[config.mk]
export PLATFORM = sky130hd
export DESIGN_NAME = seg_scan_driver
export DESIGN_NICKNAME = d
export VERILOG_FILES = /design/src/rtl/seg_scan_driver.sv
export SDC_FILE = /design/constraint.sdc
export NUM_CORES = 1
export LEC_CHECK = 0
export CAP_MARGIN = 25
export CORE_MARGIN = 1
export CORE_UTILIZATION = 35
export DETAILED_ROUTE_END_ITERATION = 6
export GPL_TIMING_DRIVEN = 0
export MAX_ROUTING_LAYER = met4
export PLACE_DENSITY = 0.59
export REMOVE_ABC_BUFFERS = 1
export SYNTH_ARGS = -nofsm -noshare
export SYNTH_HDL_FRONTEND = slang
export SYNTH_SLANG_ARGS = --single-unit
[constraint.sdc]
create_clock -name clk -period 1.67 [get_ports clk]
set_input_delay 0.334 -clock clk [delete_from_list [all_inputs] [get_ports clk]]
set_output_delay 0.334 -clock clk [all_outputs]
set_load 0.02 [all_outputs]
[src/rtl/seg_scan_driver.sv]
// seg_scan_driver: samples the asynchronous ripple-counter output A,
// filters out transient codes, converts the settled value into two BCD
// digits and scans them onto one BCD bus with a one-hot digit select.
// Optional feature macro: SEG_ZERO_BLANK_EN blanks a leading-zero tens digit.
module seg_scan_driver #(
    parameter int SCAN_DIV   = 1000,
    parameter int STABLE_CNT = 3
) (
    input  logic       clk,
    input  logic       reset,
    input  logic [3:0] A,
    output logic [3:0] bcd_out,
    output logic [1:0] digit_sel,
    output logic       upd
);

    localparam logic [15:0] PRESC_LAST  = 16'(SCAN_DIV - 1);
    localparam logic [3:0]  STAB_TARGET = 4'(STABLE_CNT);

    typedef enum logic {
        ONES = 1'b0,
        TENS = 1'b1
    } scan_state_t;

    logic [3:0]  s1_r;
    logic [3:0]  s2_r;
    logic [3:0]  cand_r;
    logic [3:0]  stab_r;
    logic [3:0]  held_r;
    logic        accept_s;
    logic        tens_s;
    logic [3:0]  ones_s;
    logic [15:0] presc_r;
    logic [15:0] presc_nxt_s;
    logic        wrap_s;
    scan_state_t state_r;
    scan_state_t state_nxt_s;
    logic [1:0]  sel_nxt_s;
    logic [3:0]  bcd_nxt_s;

    // Units digit of a 0..15 binary value; result is always 0..9.
    function automatic logic [3:0] bin_ones(input logic [3:0] bin);
        logic [3:0] res;
        if (bin >= 4'd10) begin
            res = bin - 4'd10;
        end else begin
            res = bin;
        end
        return res;
    endfunction

    // Two-flop synchronizer for the ripple counter bits; no logic in between.
    always_ff @(posedge clk or negedge reset) begin
        if (!reset) begin
            s1_r <= 4'd0;
            s2_r <= 4'd0;
        end else begin
            s1_r <= A;
            s2_r <= s1_r;
        end
    end

    // Acceptance fires on the edge where the stability count reaches its target.
    always_comb begin
        accept_s = 1'b0;
        if ((s2_r == cand_r) && (stab_r == (STAB_TARGET - 4'd1))) begin
            accept_s = 1'b1;
        end else begin
            accept_s = 1'b0;
        end
    end

    // Stability filter: restart counting whenever the synchronized code moves.
    always_ff @(posedge clk or negedge reset) begin
        if (!reset) begin
            cand_r <= 4'd0;
            stab_r <= STAB_TARGET;
        end else begin
            if (s2_r != cand_r) begin
                cand_r <= s2_r;
                stab_r <= 4'd0;
            end else if (stab_r < STAB_TARGET) begin
                stab_r <= stab_r + 4'd1;
            end else begin
                stab_r <= stab_r;
            end
        end
    end

    // Accepted value and its change pulse; stab resets saturated so no pulse after reset.
    always_ff @(posedge clk or negedge reset) begin
        if (!reset) begin
            held_r <= 4'd0;
            upd    <= 1'b0;
        end else begin
            if (accept_s) begin
                held_r <= cand_r;
                upd    <= (cand_r != held_r);
            end else begin
                held_r <= held_r;
                upd    <= 1'b0;
            end
        end
    end

    // Binary to two-digit BCD split of the accepted value.
    always_comb begin
        tens_s = (held_r >= 4'd10);
        ones_s = bin_ones(held_r);
    end

    // Scan state and prescaler registers.
    always_ff @(posedge clk or negedge reset) begin
        if (!reset) begin
            state_r <= ONES;
            presc_r <= 16'd0;
        end else begin
            state_r <= state_nxt_s;
            presc_r <= presc_nxt_s;
        end
    end

    // Next-state logic: toggle the selected digit each time the prescaler wraps.
    always_comb begin
        wrap_s      = (presc_r == PRESC_LAST);
        presc_nxt_s = presc_r + 16'd1;
        state_nxt_s = state_r;
        if (wrap_s) begin
            presc_nxt_s = 16'd0;
        end else begin
            presc_nxt_s = presc_r + 16'd1;
        end
        case (state_r)
            ONES: begin
                if (wrap_s) begin
                    state_nxt_s = TENS;
                end else begin
                    state_nxt_s = ONES;
                end
            end
            TENS: begin
                if (wrap_s) begin
                    state_nxt_s = ONES;
                end else begin
                    state_nxt_s = TENS;
                end
            end
            default: begin
                state_nxt_s = ONES;
            end
        endcase
    end

    // Output decode from the current state and the current accepted value.
    always_comb begin
        sel_nxt_s = 2'b01;
        bcd_nxt_s = 4'd0;
        case (state_r)
            ONES: begin
                sel_nxt_s = 2'b01;
                bcd_nxt_s = ones_s;
            end
            TENS: begin
`ifdef SEG_ZERO_BLANK_EN
                if (tens_s) begin
                    sel_nxt_s = 2'b10;
                    bcd_nxt_s = {3'b000, tens_s};
                end else begin
                    sel_nxt_s = 2'b00;
                    bcd_nxt_s = 4'd0;
                end
`else
                sel_nxt_s = 2'b10;
                bcd_nxt_s = {3'b000, tens_s};
`endif
            end
            default: begin
                sel_nxt_s = 2'b01;
                bcd_nxt_s = 4'd0;
            end
        endcase
    end

    // Registered display outputs so the digit and its select always change together.
    always_ff @(posedge clk or negedge reset) begin
        if (!reset) begin
            digit_sel <= 2'b01;
            bcd_out   <= 4'd0;
        end else begin
            digit_sel <= sel_nxt_s;
            bcd_out   <= bcd_nxt_s;
        end
    end

endmodule

==> results_dict.tcl, run 1 <==
set metrics [dict create \
    drt-total-wl_mm 2.677 \
    clock-sinks 44 \
    synth_ff_type "dfrtp_1" \
    nNetsFinal 166 \
    drc 0 \
    min_to "s2_r[1]" \
    root_buffer "clkbuf_8" \
    worstSetupStartpointType "flip-flop" \
    synth-simple-area-share_pct 14.97 \
    clock_path_buffers 2 \
    synth_mux_area_share_pct 3.064 \
    cts_tree "yes" \
    status "complete, no violations" \
    synth-xor-area-share_pct 10.72 \
    start_util_pct 37.30 \
    vdd_ir_drop_max_mv 0.7935 \
    gp_congestion 0.7881 \
    crit_path_max_fanout 5 \
    leakagePower_nw 0.9744 \
    reg2reg_to "held_r[2]" \
    syn_area_um2 1797 \
    synth_area_per_cell_um2 12.74 \
    worst-r2r-setup-slack_ns 0.08 \
    finalInstanceArea_um2 2165 \
    yosys_register_bits 44 \
    netlist_instances 141 \
    io_buffers 12 \
    layoutNonFillerInstCount 224 \
    arrival_ns 1.77 \
    critPathMaxStageDelay_ns 0.42 \
    grt_max_degree 43 \
    r2r-start "cand_r[2]" \
    fin_crit_ns 1.595 \
    finalClockSkew_ns 0.009032 \
    area_delta_synth_final_pct 20.47 \
    grt_pass1_wl_mm 4.692 \
    slew_violations 0 \
    cp_data_required_time_ns 1.84 \
    synth_top_family_by_area "simple AND/OR/NAND/NOR gates" \
    track_usage_pct 11.96 \
    worstHoldPathCells 0 \
    synth_largest_area_cell "dfrtp_1" \
    ys_seq_area_share_pct 61.49 \
    cap_violations 0 \
    hpwl_mm 1.913 \
    fp.dieArea_um2 5424 \
    yosys-top-cells-area "dfrtp_1 (57%), xnor2_1 (5.4%), xor2_1 (5.4%)" \
    viasPerCell 4.670 \
    crit_type "flip-flop to flip-flop" \
    p_total_mw 2.269 \
    r2r_cells 5 \
    yosysMostFrequentCell "dfrtp_1" \
    hold_viol 0 \
    die_y_um 73.65 \
    ant_nets 0 \
    placed_cell_area_um2 1987 \
    end_kind "flip-flop" \
    num_antenna_cells 0 \
    hp-class "flip-flop to flip-flop" \
    grt_pass1_vias 1039 \
    vias 1046 \
    core-area_um2 4817 \
    tightest_slew_ns 0.4555 \
    drive_gt1_share_pct 14.01 \
    htree_levels 2 \
    p_per_area_nw_per_um2 1048 \
    synth_compound_area_share_pct 4.109 \
    slowest_stage "dfrtp_1" \
    synthAdderAreaFrac_pct 2.786 \
    async_flop_share_pct 100.0 \
    slew_headroom_pct 69.47 \
    ys_warn_count 0 \
    dp_cells 214 \
    fmax_mhz 627.0 \
    worstSkewPairLatency_ns 0.29 \
    clk_pin_slew_worst_paths_ns 0.08 \
    detail_route.first_pass.iterations 4 \
    ios 13 \
    die_w_um 73.65 \
    setup_viol 0 \
    antenna_found_initial 0 \
    drt_iter0_drc 83 \
    synth_top_cell_area_share_pct 57.10 \
    ys_types 36 \
    cts_made_buffers 5 \
    yosys-top-cells-count "dfrtp_1 (41), xnor2_1 (11), xor2_1 (11)" \
    nFillCells 470 \
    hold_start "s1_r[1]" \
    row_count 25 \
    path_cells "xor2_1, nor4_4, buf_4, nand3_4, mux2_1" \
    fin_crit_sh_pct 95.50 \
    grt_overflow 0 \
    wire_per_inst_um 11.95 \
    synth_edf_count 0 \
]
[worst max-delay path, delay by kind of cell, from the launching register on]
kind | cells | cell delay, ns
xor+xnor | 1 | 0.18
mux | 1 | 0.33
simple gates | 2 | 0.37
buf+inv | 1 | 0.18
flops | 1 | 0.42
[registers in the layout, indices dropped and copies added (netlist names)]
| register | count |
|---|---|
| stab_r | 4 |
| digit_sel | 2 |
| s2_r | 4 |
| bcd_out | 4 |
| upd | 1 |
| presc_r | 16 |
| cand_r | 4 |
| state_r | 1 |
| held_r | 4 |
| s1_r | 4 |
[routing by layer]
metal,global-route usage [%],up-vias,share of wire (%)
met2,18.25,21,48
li1,-,502,-
met3,4.115,4,4.2
met4,3.846,0,1.2
met5,-,-,0
met1,14.93,519,46
[layout by cell type (no fill, tap or decap), types with 2 or more instances in the layout]
| master | Yosys | layout |
|---|---|---|
| dfrtp_1 | 41 | 41 |
| xnor2_1 | 11 | 11 |
| xor2_1 | 11 | 11 |
| clkdlybuf4s50_1 | 0 | 10 |
| nor2_1 | 8 | 8 |
| nand3_1 | 7 | 7 |
| inv_1 | 6 | 6 |
| clkbuf_8 | 0 | 5 |
| nand2_1 | 4 | 4 |
| and3_1 | 4 | 4 |
| and2_2 | 4 | 4 |
| mux2_1 | 4 | 4 |
| ha_1 | 4 | 4 |
| a21oi_1 | 3 | 3 |
| bufinv_16 | 0 | 3 |
| dfstp_2 | 3 | 3 |
| nor3_1 | 2 | 2 |
| nor4_1 | 2 | 2 |
| nand4_1 | 2 | 2 |
[repair_timing]
action | 4_1_cts | 5_1_grt
endpoints found under the setup margin | 2 | 5
setup buffers | 0 | 1
hold buffers | 1 | 0
hold endpoints to repair | 2 | 0
gates resized for setup | 2 | 1
pin swaps | 0 | 1
[cell type report]
class | count | area [um2] | share of cell area (%)
flip-flops and latches | 44 | 1105 | 51.04
multi-input cells | 84 | 643.1 | 29.71
repair buffers | 15 | 151.4 | 6.994
clock inverters | 3 | 90.09 | 4.162
well taps | 67 | 83.83 | 3.873
clock buffers | 5 | 68.82 | 3.179
inverters | 6 | 22.52 | 1.040
[through the flow]
| step | TNS (ns) | utilization (%) | hold WS (ns) | setup WS [ns] |
|---|---|---|---|---|
| 3_5_place_dp | -0.04958 | 41.25 | 0.1429 | -0.04958 |
| 5_1_grt | -0.005941 | 44.94 | 0.3570 | -0.005637 |
| 6_report | 0 | 44.94 | 0.3426 | 0.07513 |
| 3_3_place_gp | -32.77 | 40.94 | 0.3339 | -0.7742 |
| 4_1_cts | 0 | 44.75 | 0.3439 | 0.006944 |
| 2_1_floorplan | 0 | - | 0.03841 | 0.1728 |
[worst max-delay path by stage]
stage,from,to,slack [ns],depth (start not counted)
after detailed placement,presc_r[0],presc_r[9],-0.05,5
after global routing,cand_r[2],held_r[2],-0.006,5
after floorplan,cand_r[1],held_r[3],0.17,4
final,cand_r[2],held_r[2],0.08,5
after global placement,reset,presc_r[0],-0.77,1
after CTS,cand_r[1],held_r[2],0.007,4
[cells by family after synthesis]
family	Yosys count
adders and majority gates	4
buffers and inverters	13
muxes	5
and+or+nand+nor	43
AOI/OAI and AO/OA	10
DFF	44
xor gates and xnor gates	22
[where the power goes]
part	leakage (nW)	switching [mW]	internal (mW)
Sequential	0.562	0.0132	1.09
Clock	0.0784	0.347	0.748
Combinational	0.334	0.0406	0.0355
Total	0.974	0.401	1.87
Power figures use the tool's default switching activity.
==> run 2, diff against run 1 <==
--- a/config.mk
+++ b/config.mk
@@ -5,7 +5,8 @@
 export SDC_FILE = /design/constraint.sdc
 export NUM_CORES = 1
 export LEC_CHECK = 0
-export CAP_MARGIN = 25
+export ABC_AREA = 0
+export CAP_MARGIN = 10
 export CORE_MARGIN = 1
 export CORE_UTILIZATION = 35
 export DETAILED_ROUTE_END_ITERATION = 6
==> results of run 2 <==
Final layout, timing and power as in run 1 (identical DEF).
==> run 3, diff against run 2 <==
--- a/config.mk
+++ b/config.mk
@@ -13,6 +13,7 @@
 export GPL_TIMING_DRIVEN = 0
 export MAX_ROUTING_LAYER = met4
 export PLACE_DENSITY = 0.59
+export RECOVER_POWER = 100
 export REMOVE_ABC_BUFFERS = 1
 export SYNTH_ARGS = -nofsm -noshare
 export SYNTH_HDL_FRONTEND = slang
==> constraint.sdc (replaced) <==
create_clock -name clk -period 1.67 [get_ports clk]
set_input_delay 0.4175 -clock clk [delete_from_list [all_inputs] [get_ports clk]]
set_output_delay 0.4175 -clock clk [all_outputs]
set_load 0.02 [all_outputs]
==> results_dict.tcl, run 3 (synthesized netlist as in run 1, its figures left out) <==
set metrics [dict create \
    cap_violations 0 \
    hpwl_mm 1.913 \
    grt_overflow 0 \
    r2r_cells 5 \
    status "complete, no violations" \
    highest_layer "met4" \
    drc 0 \
    slew_violations 0 \
    finalInstanceArea_um2 2161 \
    crit_type "flip-flop to output port" \
    die_w_um 73.65 \
    row_count 25 \
    dr_wl_met2_mm 1.290 \
    root_buffer "clkbuf_8" \
    setup.worst_path.end "bcd_out[2]" \
    critPathMaxStageDelay_ns 0.60 \
    worst-r2r-setup-slack_ns 0.07 \
    wire_per_inst_um 11.99 \
    largest_reg_flops 16 \
    grt_max_degree 43 \
    top_register "presc_r" \
    vias 1046 \
    ant_nets 0 \
    fp.dieArea_um2 5424 \
    clk_pin_slew_worst_paths_ns 0.08 \
    path_cells "clkdlybuf4s50_1" \
    grt_pass1_wl_mm 4.692 \
    detail_route.first_pass.iterations 4 \
    htree_levels 2 \
    ios 13 \
    mostFrequentLayoutCells "dfrtp_1 (41), xnor2_1 (11), xor2_1 (11)" \
    layoutNonFillerInstCount 224 \
    nNetsFinal 166 \
    drt_iter0_drc 92 \
    die_y_um 73.65 \
    gp_congestion 0.7881 \
    drt-total-wl_mm 2.686 \
    fin_crit_ns 1.632 \
    critical_path.top_delay_family "buffers and inverters" \
    end_kind "output port" \
    antenna_found_initial 0 \
    wl_met3_um 117 \
    arrival_ns 1.21 \
    io_buffers 12 \
    slowest_stage "clkdlybuf4s50_1" \
    viasPerCell 4.670 \
    hold_viol 0 \
    core-area_um2 4817 \
    vdd_ir_drop_max_mv 0.7894 \
    worstSetupStartpointType "flip-flop" \
    p_per_area_nw_per_um2 1047 \
    layout_commonest_cell "dfrtp_1" \
    wirelength_met1_mm 1.243 \
    grt_pass1_vias 1039 \
    track_usage_pct 11.96 \
    num_antenna_cells 0 \
    slew_headroom_pct 63.45 \
    cp_num_cells 1 \
    reg2reg_to "held_r[2]" \
    hp-class "flip-flop to flip-flop" \
    cts_tree "yes" \
    placed_cell_area_um2 1987 \
    crit_start "bcd_out[2]" \
    setup_viol 0 \
    tightest_slew_ns 0.5483 \
    cp_data_required_time_ns 1.25 \
    clock_path_buffers 2 \
    finalClockSkew_ns 0.009067 \
    cts_made_buffers 5 \
    dp_cells 214 \
    path_buf_inv 1 \
    r2r-start "cand_r[2]" \
    crit_path_max_fanout 1 \
    start_util_pct 37.30 \
    fmax_mhz 612.7 \
    clock-sinks 44 \
    p_total_mw 2.263 \
    area_delta_synth_final_pct 20.26 \
    worstSkewPairLatency_ns 0.29 \
    leakagePower_nw 1.043 \
    finish.utilization_pct 44.86 \
    fin_crit_sh_pct 97.73 \
    drive_gt1_share_pct 13.38 \
]
[run 3: cell types whose count changed in the layout (fill, tap and decap cells not counted)]
cell and change:
clkbuf_1 +1, clkdlybuf4s50_1 -8, dlygate4sd3_1 +4, dlymetal6s2s_1 +4, buf_2 -1, clkbuf_4 +1
buf_12 -1
[run 3: per-layer routing]
layer  up-vias  global-route usage [%]
li1        502                       -
met1       519                   14.93
met2        21                   18.25
met3         4                   4.115
met4         0                   3.846
met5         -                       -
[run 3: final cells by class]
| class | instances | area, um2 |
|---|---|---|
| Timing Repair Buffer | 15 | 147.6 |
| Multi-Input combinational cell | 84 | 643.1 |
| Inverter | 6 | 22.52 |
| Clock inverter | 3 | 90.09 |
| Fill cell | 468 | 2656 |
| Clock buffer | 5 | 68.82 |
| Tap cell | 67 | 83.83 |
| Sequential cell | 44 | 1105 |
[run 3: timing repair]
action,4_1_cts,5_1_grt
hold buffers,1,0
hold endpoints to repair,2,0
setup endpoints to repair,2,9
resized for setup,2,5
cloned,0,0
pin swaps,0,1
setup buffers,0,1
[run 3: worst register-to-register path, delay by kind of cell (launching register included)]
| kind | cells | cell delay, ns |
|---|---|---|
| AND/OR/NAND/NOR | 2 | 0.38 |
| flip-flops | 1 | 0.42 |
| multiplexers | 1 | 0.34 |
| buffers and inverters | 1 | 0.18 |
| XOR/XNOR | 1 | 0.18 |
[run 3: power by group]
part | internal (mW) | switching (mW) | total [mW] | leakage, nW
sequential | 1.09 | 0.0132 | 1.10 | 0.562
combinational | 0.0295 | 0.0400 | 0.0696 | 0.403
clock | 0.748 | 0.347 | 1.09 | 0.0784
total | 1.86 | 0.400 | 2.26 | 1.04
[run 3: stage by stage]
step	hold WS (ns)	TNS, ns	setup slack (ns)
after floorplan	0.1219	0	0.1728
after global placement	0.3339	-36.45	-0.8577
after detailed placement	0.2264	-0.04958	-0.04958
after CTS	0.3439	0	0.006944
after global routing	0.3570	-0.005941	-0.005637
final	0.3427	0	0.03790
[run 3: worst min-delay path by stage]
stage                 start         end  slack [ns]  cells after the start
CTS                 s1_r[1]     s2_r[1]        0.34                      0
detailed placement    reset   stab_r[3]        0.23                      1
finish              s1_r[1]     s2_r[1]        0.34                      0
floorplan             reset  bcd_out[0]        0.12                      0
global placement    s1_r[3]     s2_r[3]        0.33                      0
global route        s1_r[2]     s2_r[2]        0.36                      0
==> variant: new RTL, config.mk and constraints of run 2 <==
`s2_r` no longer has a reset.
--- a/src/rtl/seg_scan_driver.sv
+++ b/src/rtl/seg_scan_driver.sv
@@ -55,7 +55,9 @@
             s1_r <= 4'd0;
-            s2_r <= 4'd0;
         end else begin
             s1_r <= A;
-            s2_r <= s1_r;
         end
+    end
+
+    always_ff @(posedge clk) begin
+        s2_r <= s1_r;
     end
Behaviour: same outputs for any inputs over 10 cycles, from zero or initial values and one cycle with reset low; that may be too few to reach the edited logic, so the function may still have changed.
==> variant against run 2 <==
Design area shrank 5.1%. Routed wire length down 1.8%. Combinational power decreased by 9.7%. Synthesized area shrank 1.9%. Clock skew is 0.0045 ns lower. Worst setup slack worse by 0.024 ns. Clock power down 39%. Sequential cell count stayed put. Power is 19% lower.
==> variant: results (changes against run 2) <==
metric;value;unit;change
status;completed;;
synth-warning-count;0;;unchanged
htree_levels;2;;unchanged
synth_area_leaders;dfrtp_1, xnor2_1, dfxtp_1;;
root_buffer;clkbuf_8;;
seq_area_frac_synth;61.6;%;+0.086 points
largest_reg_flops;16;;unchanged
synth_cells;139;;-1.4%
drt-pass1-iter-count;4;;unchanged
dp_hpwl;1760;µm;-7.8%
detail_route.wirelength;2630;µm;-1.8%
drive_gt1_share;13.5;%;-0.55 points
dr_total_vias;1030;;-1.5%
track_usage;11.7;%;-0.28 points
holdCritPathClass;input port to asynchronous set/reset pin;;
cp_max_fo;5;;unchanged
drtIter0Drc;39;;-53%
clockBufferDepth;2;;unchanged
largest_register;presc_r;;
dp_cells;213;;-0.47%
place_congestion;0.795;;+0.93%
vdd_ir_drop_max;0.386;mV;-51%
clk_pin_slew;0.08;ns;about the same
cp_data_arrival_time;1.79;ns;+0.02 ns
post-place-ws;0.0196;ns;+0.0692 ns
antenna_found_initial;0;;unchanged
grt_start_max_net_pins;41;;-4.7%
grt_pass1_wl;4490;µm;-4.3%
clock_skew;0.00452;ns;-0.00451 ns
vias_per_cell;4.62;;-1.1%
place_area;1940;µm²;-2.3%
clk_latency;0.29;ns;about the same
synth_edf_count;0;;unchanged
num-fill-cells;450;;-4.3%
port_buffers;12;;unchanged
leakage;0.913;nW;-6.3%
hold_viol;0;;unchanged
cts_buffers;5;;unchanged
diodes;0;;unchanged
layout.nets;165;;-0.60%
async_reset_ff_share;90.9;%;-9.1 points
yosys-top-cells-count;dfrtp_1, xnor2_1, nor2_1;;
synthDistinctLibCells;30;;-17%
maxSlewHeadroom;42.6;%;-27 points
[variant: cell count changes after synthesis, moves of 2 or more]
cell / before / now
dfrtp_1: 41 / 37
dfxtp_1: 0 / 4
xor2_1: 11 / 9
nor2_1: 8 / 12
xnor2_1: 11 / 15
[variant: kinds of logic after synthesis]
group                    count (synthesis)  synth area share (%)
multiplexers                             5                  3.12
adder cells (fa/ha/maj)                  4                  2.84
flip-flops                              44                  61.6
buffers and inverters                   10                  2.13
XOR/XNOR                                24                  11.9
AO/OA/AOI/OAI                            6                  2.56
AND/OR/NAND/NOR                         46                  15.8
[variant: routing by layer]
layer	up-vias	part of all wire [%]	GRT usage, %
met2	20	47	17.4
met3	6	4.3	3.73
met5	-	0	-
met1	507	47	14.2
met4	0	2.3	5.88
li1	497	-	-
[variant: worst max-delay path, cell delays in order, from the launching register on]
cell and delay, ns:
dfrtp_1 0.41, xor2_1 0.18, nor4_4 0.41, nand3_4 0.15, mux2_1 0.34
[variant: area by class of cell]
type	count	share of cell area [%]
repair buffers	14	6.28
clock inverters	2	0.488
well taps	67	4.08
inverters	5	0.914
clock buffers	6	4.02
flip-flops and latches	44	52.8
multi-input cells	85	31.4
[variant: power by group]
part,switching (W),internal [W]
Clock,0.000334,0.000330
Sequential,0.0000137,0.00108
Combinational,0.0000381,0.0000306
Total,0.000386,0.00144
[variant: final timing paths]
kind / to / startpoint / slack [ns] / cells past startpoint
worst min register to register: s2_r[2] / s1_r[2] / 0.34 / 0
min in group clk: s2_r[2] / s1_r[2] / 0.34 / 0
max in group asynchronous: state_r / reset / 0.97 / 1
worst max register to register: held_r[1] / cand_r[2] / 0.05 / 4
worst max-delay path: held_r[1] / cand_r[2] / 0.05 / 4
worst min-delay path: bcd_out[2] / reset / 0.15 / 1
[variant: what timing repair did]
| action | CTS | global route |
|---|---|---|
| pin swaps | 0 | 2 |
| setup endpoints to repair | 1 | 13 |
| resized for setup | 1 | 1 |
| buffers inserted | 0 | 2 |
[variant: through the flow]
step                utilization [%]  total power, W  setup TNS [ns]  hold WS, ns
floorplan                         -         0.00115               0       0.0384
global placement               40.7         0.00118          -23.89        0.325
detailed placement             40.6         0.00119               0        0.328
CTS                            42.5         0.00186               0        0.190
global route                   42.9         0.00190          -0.187        0.232
finish                         42.9         0.00183               0        0.146
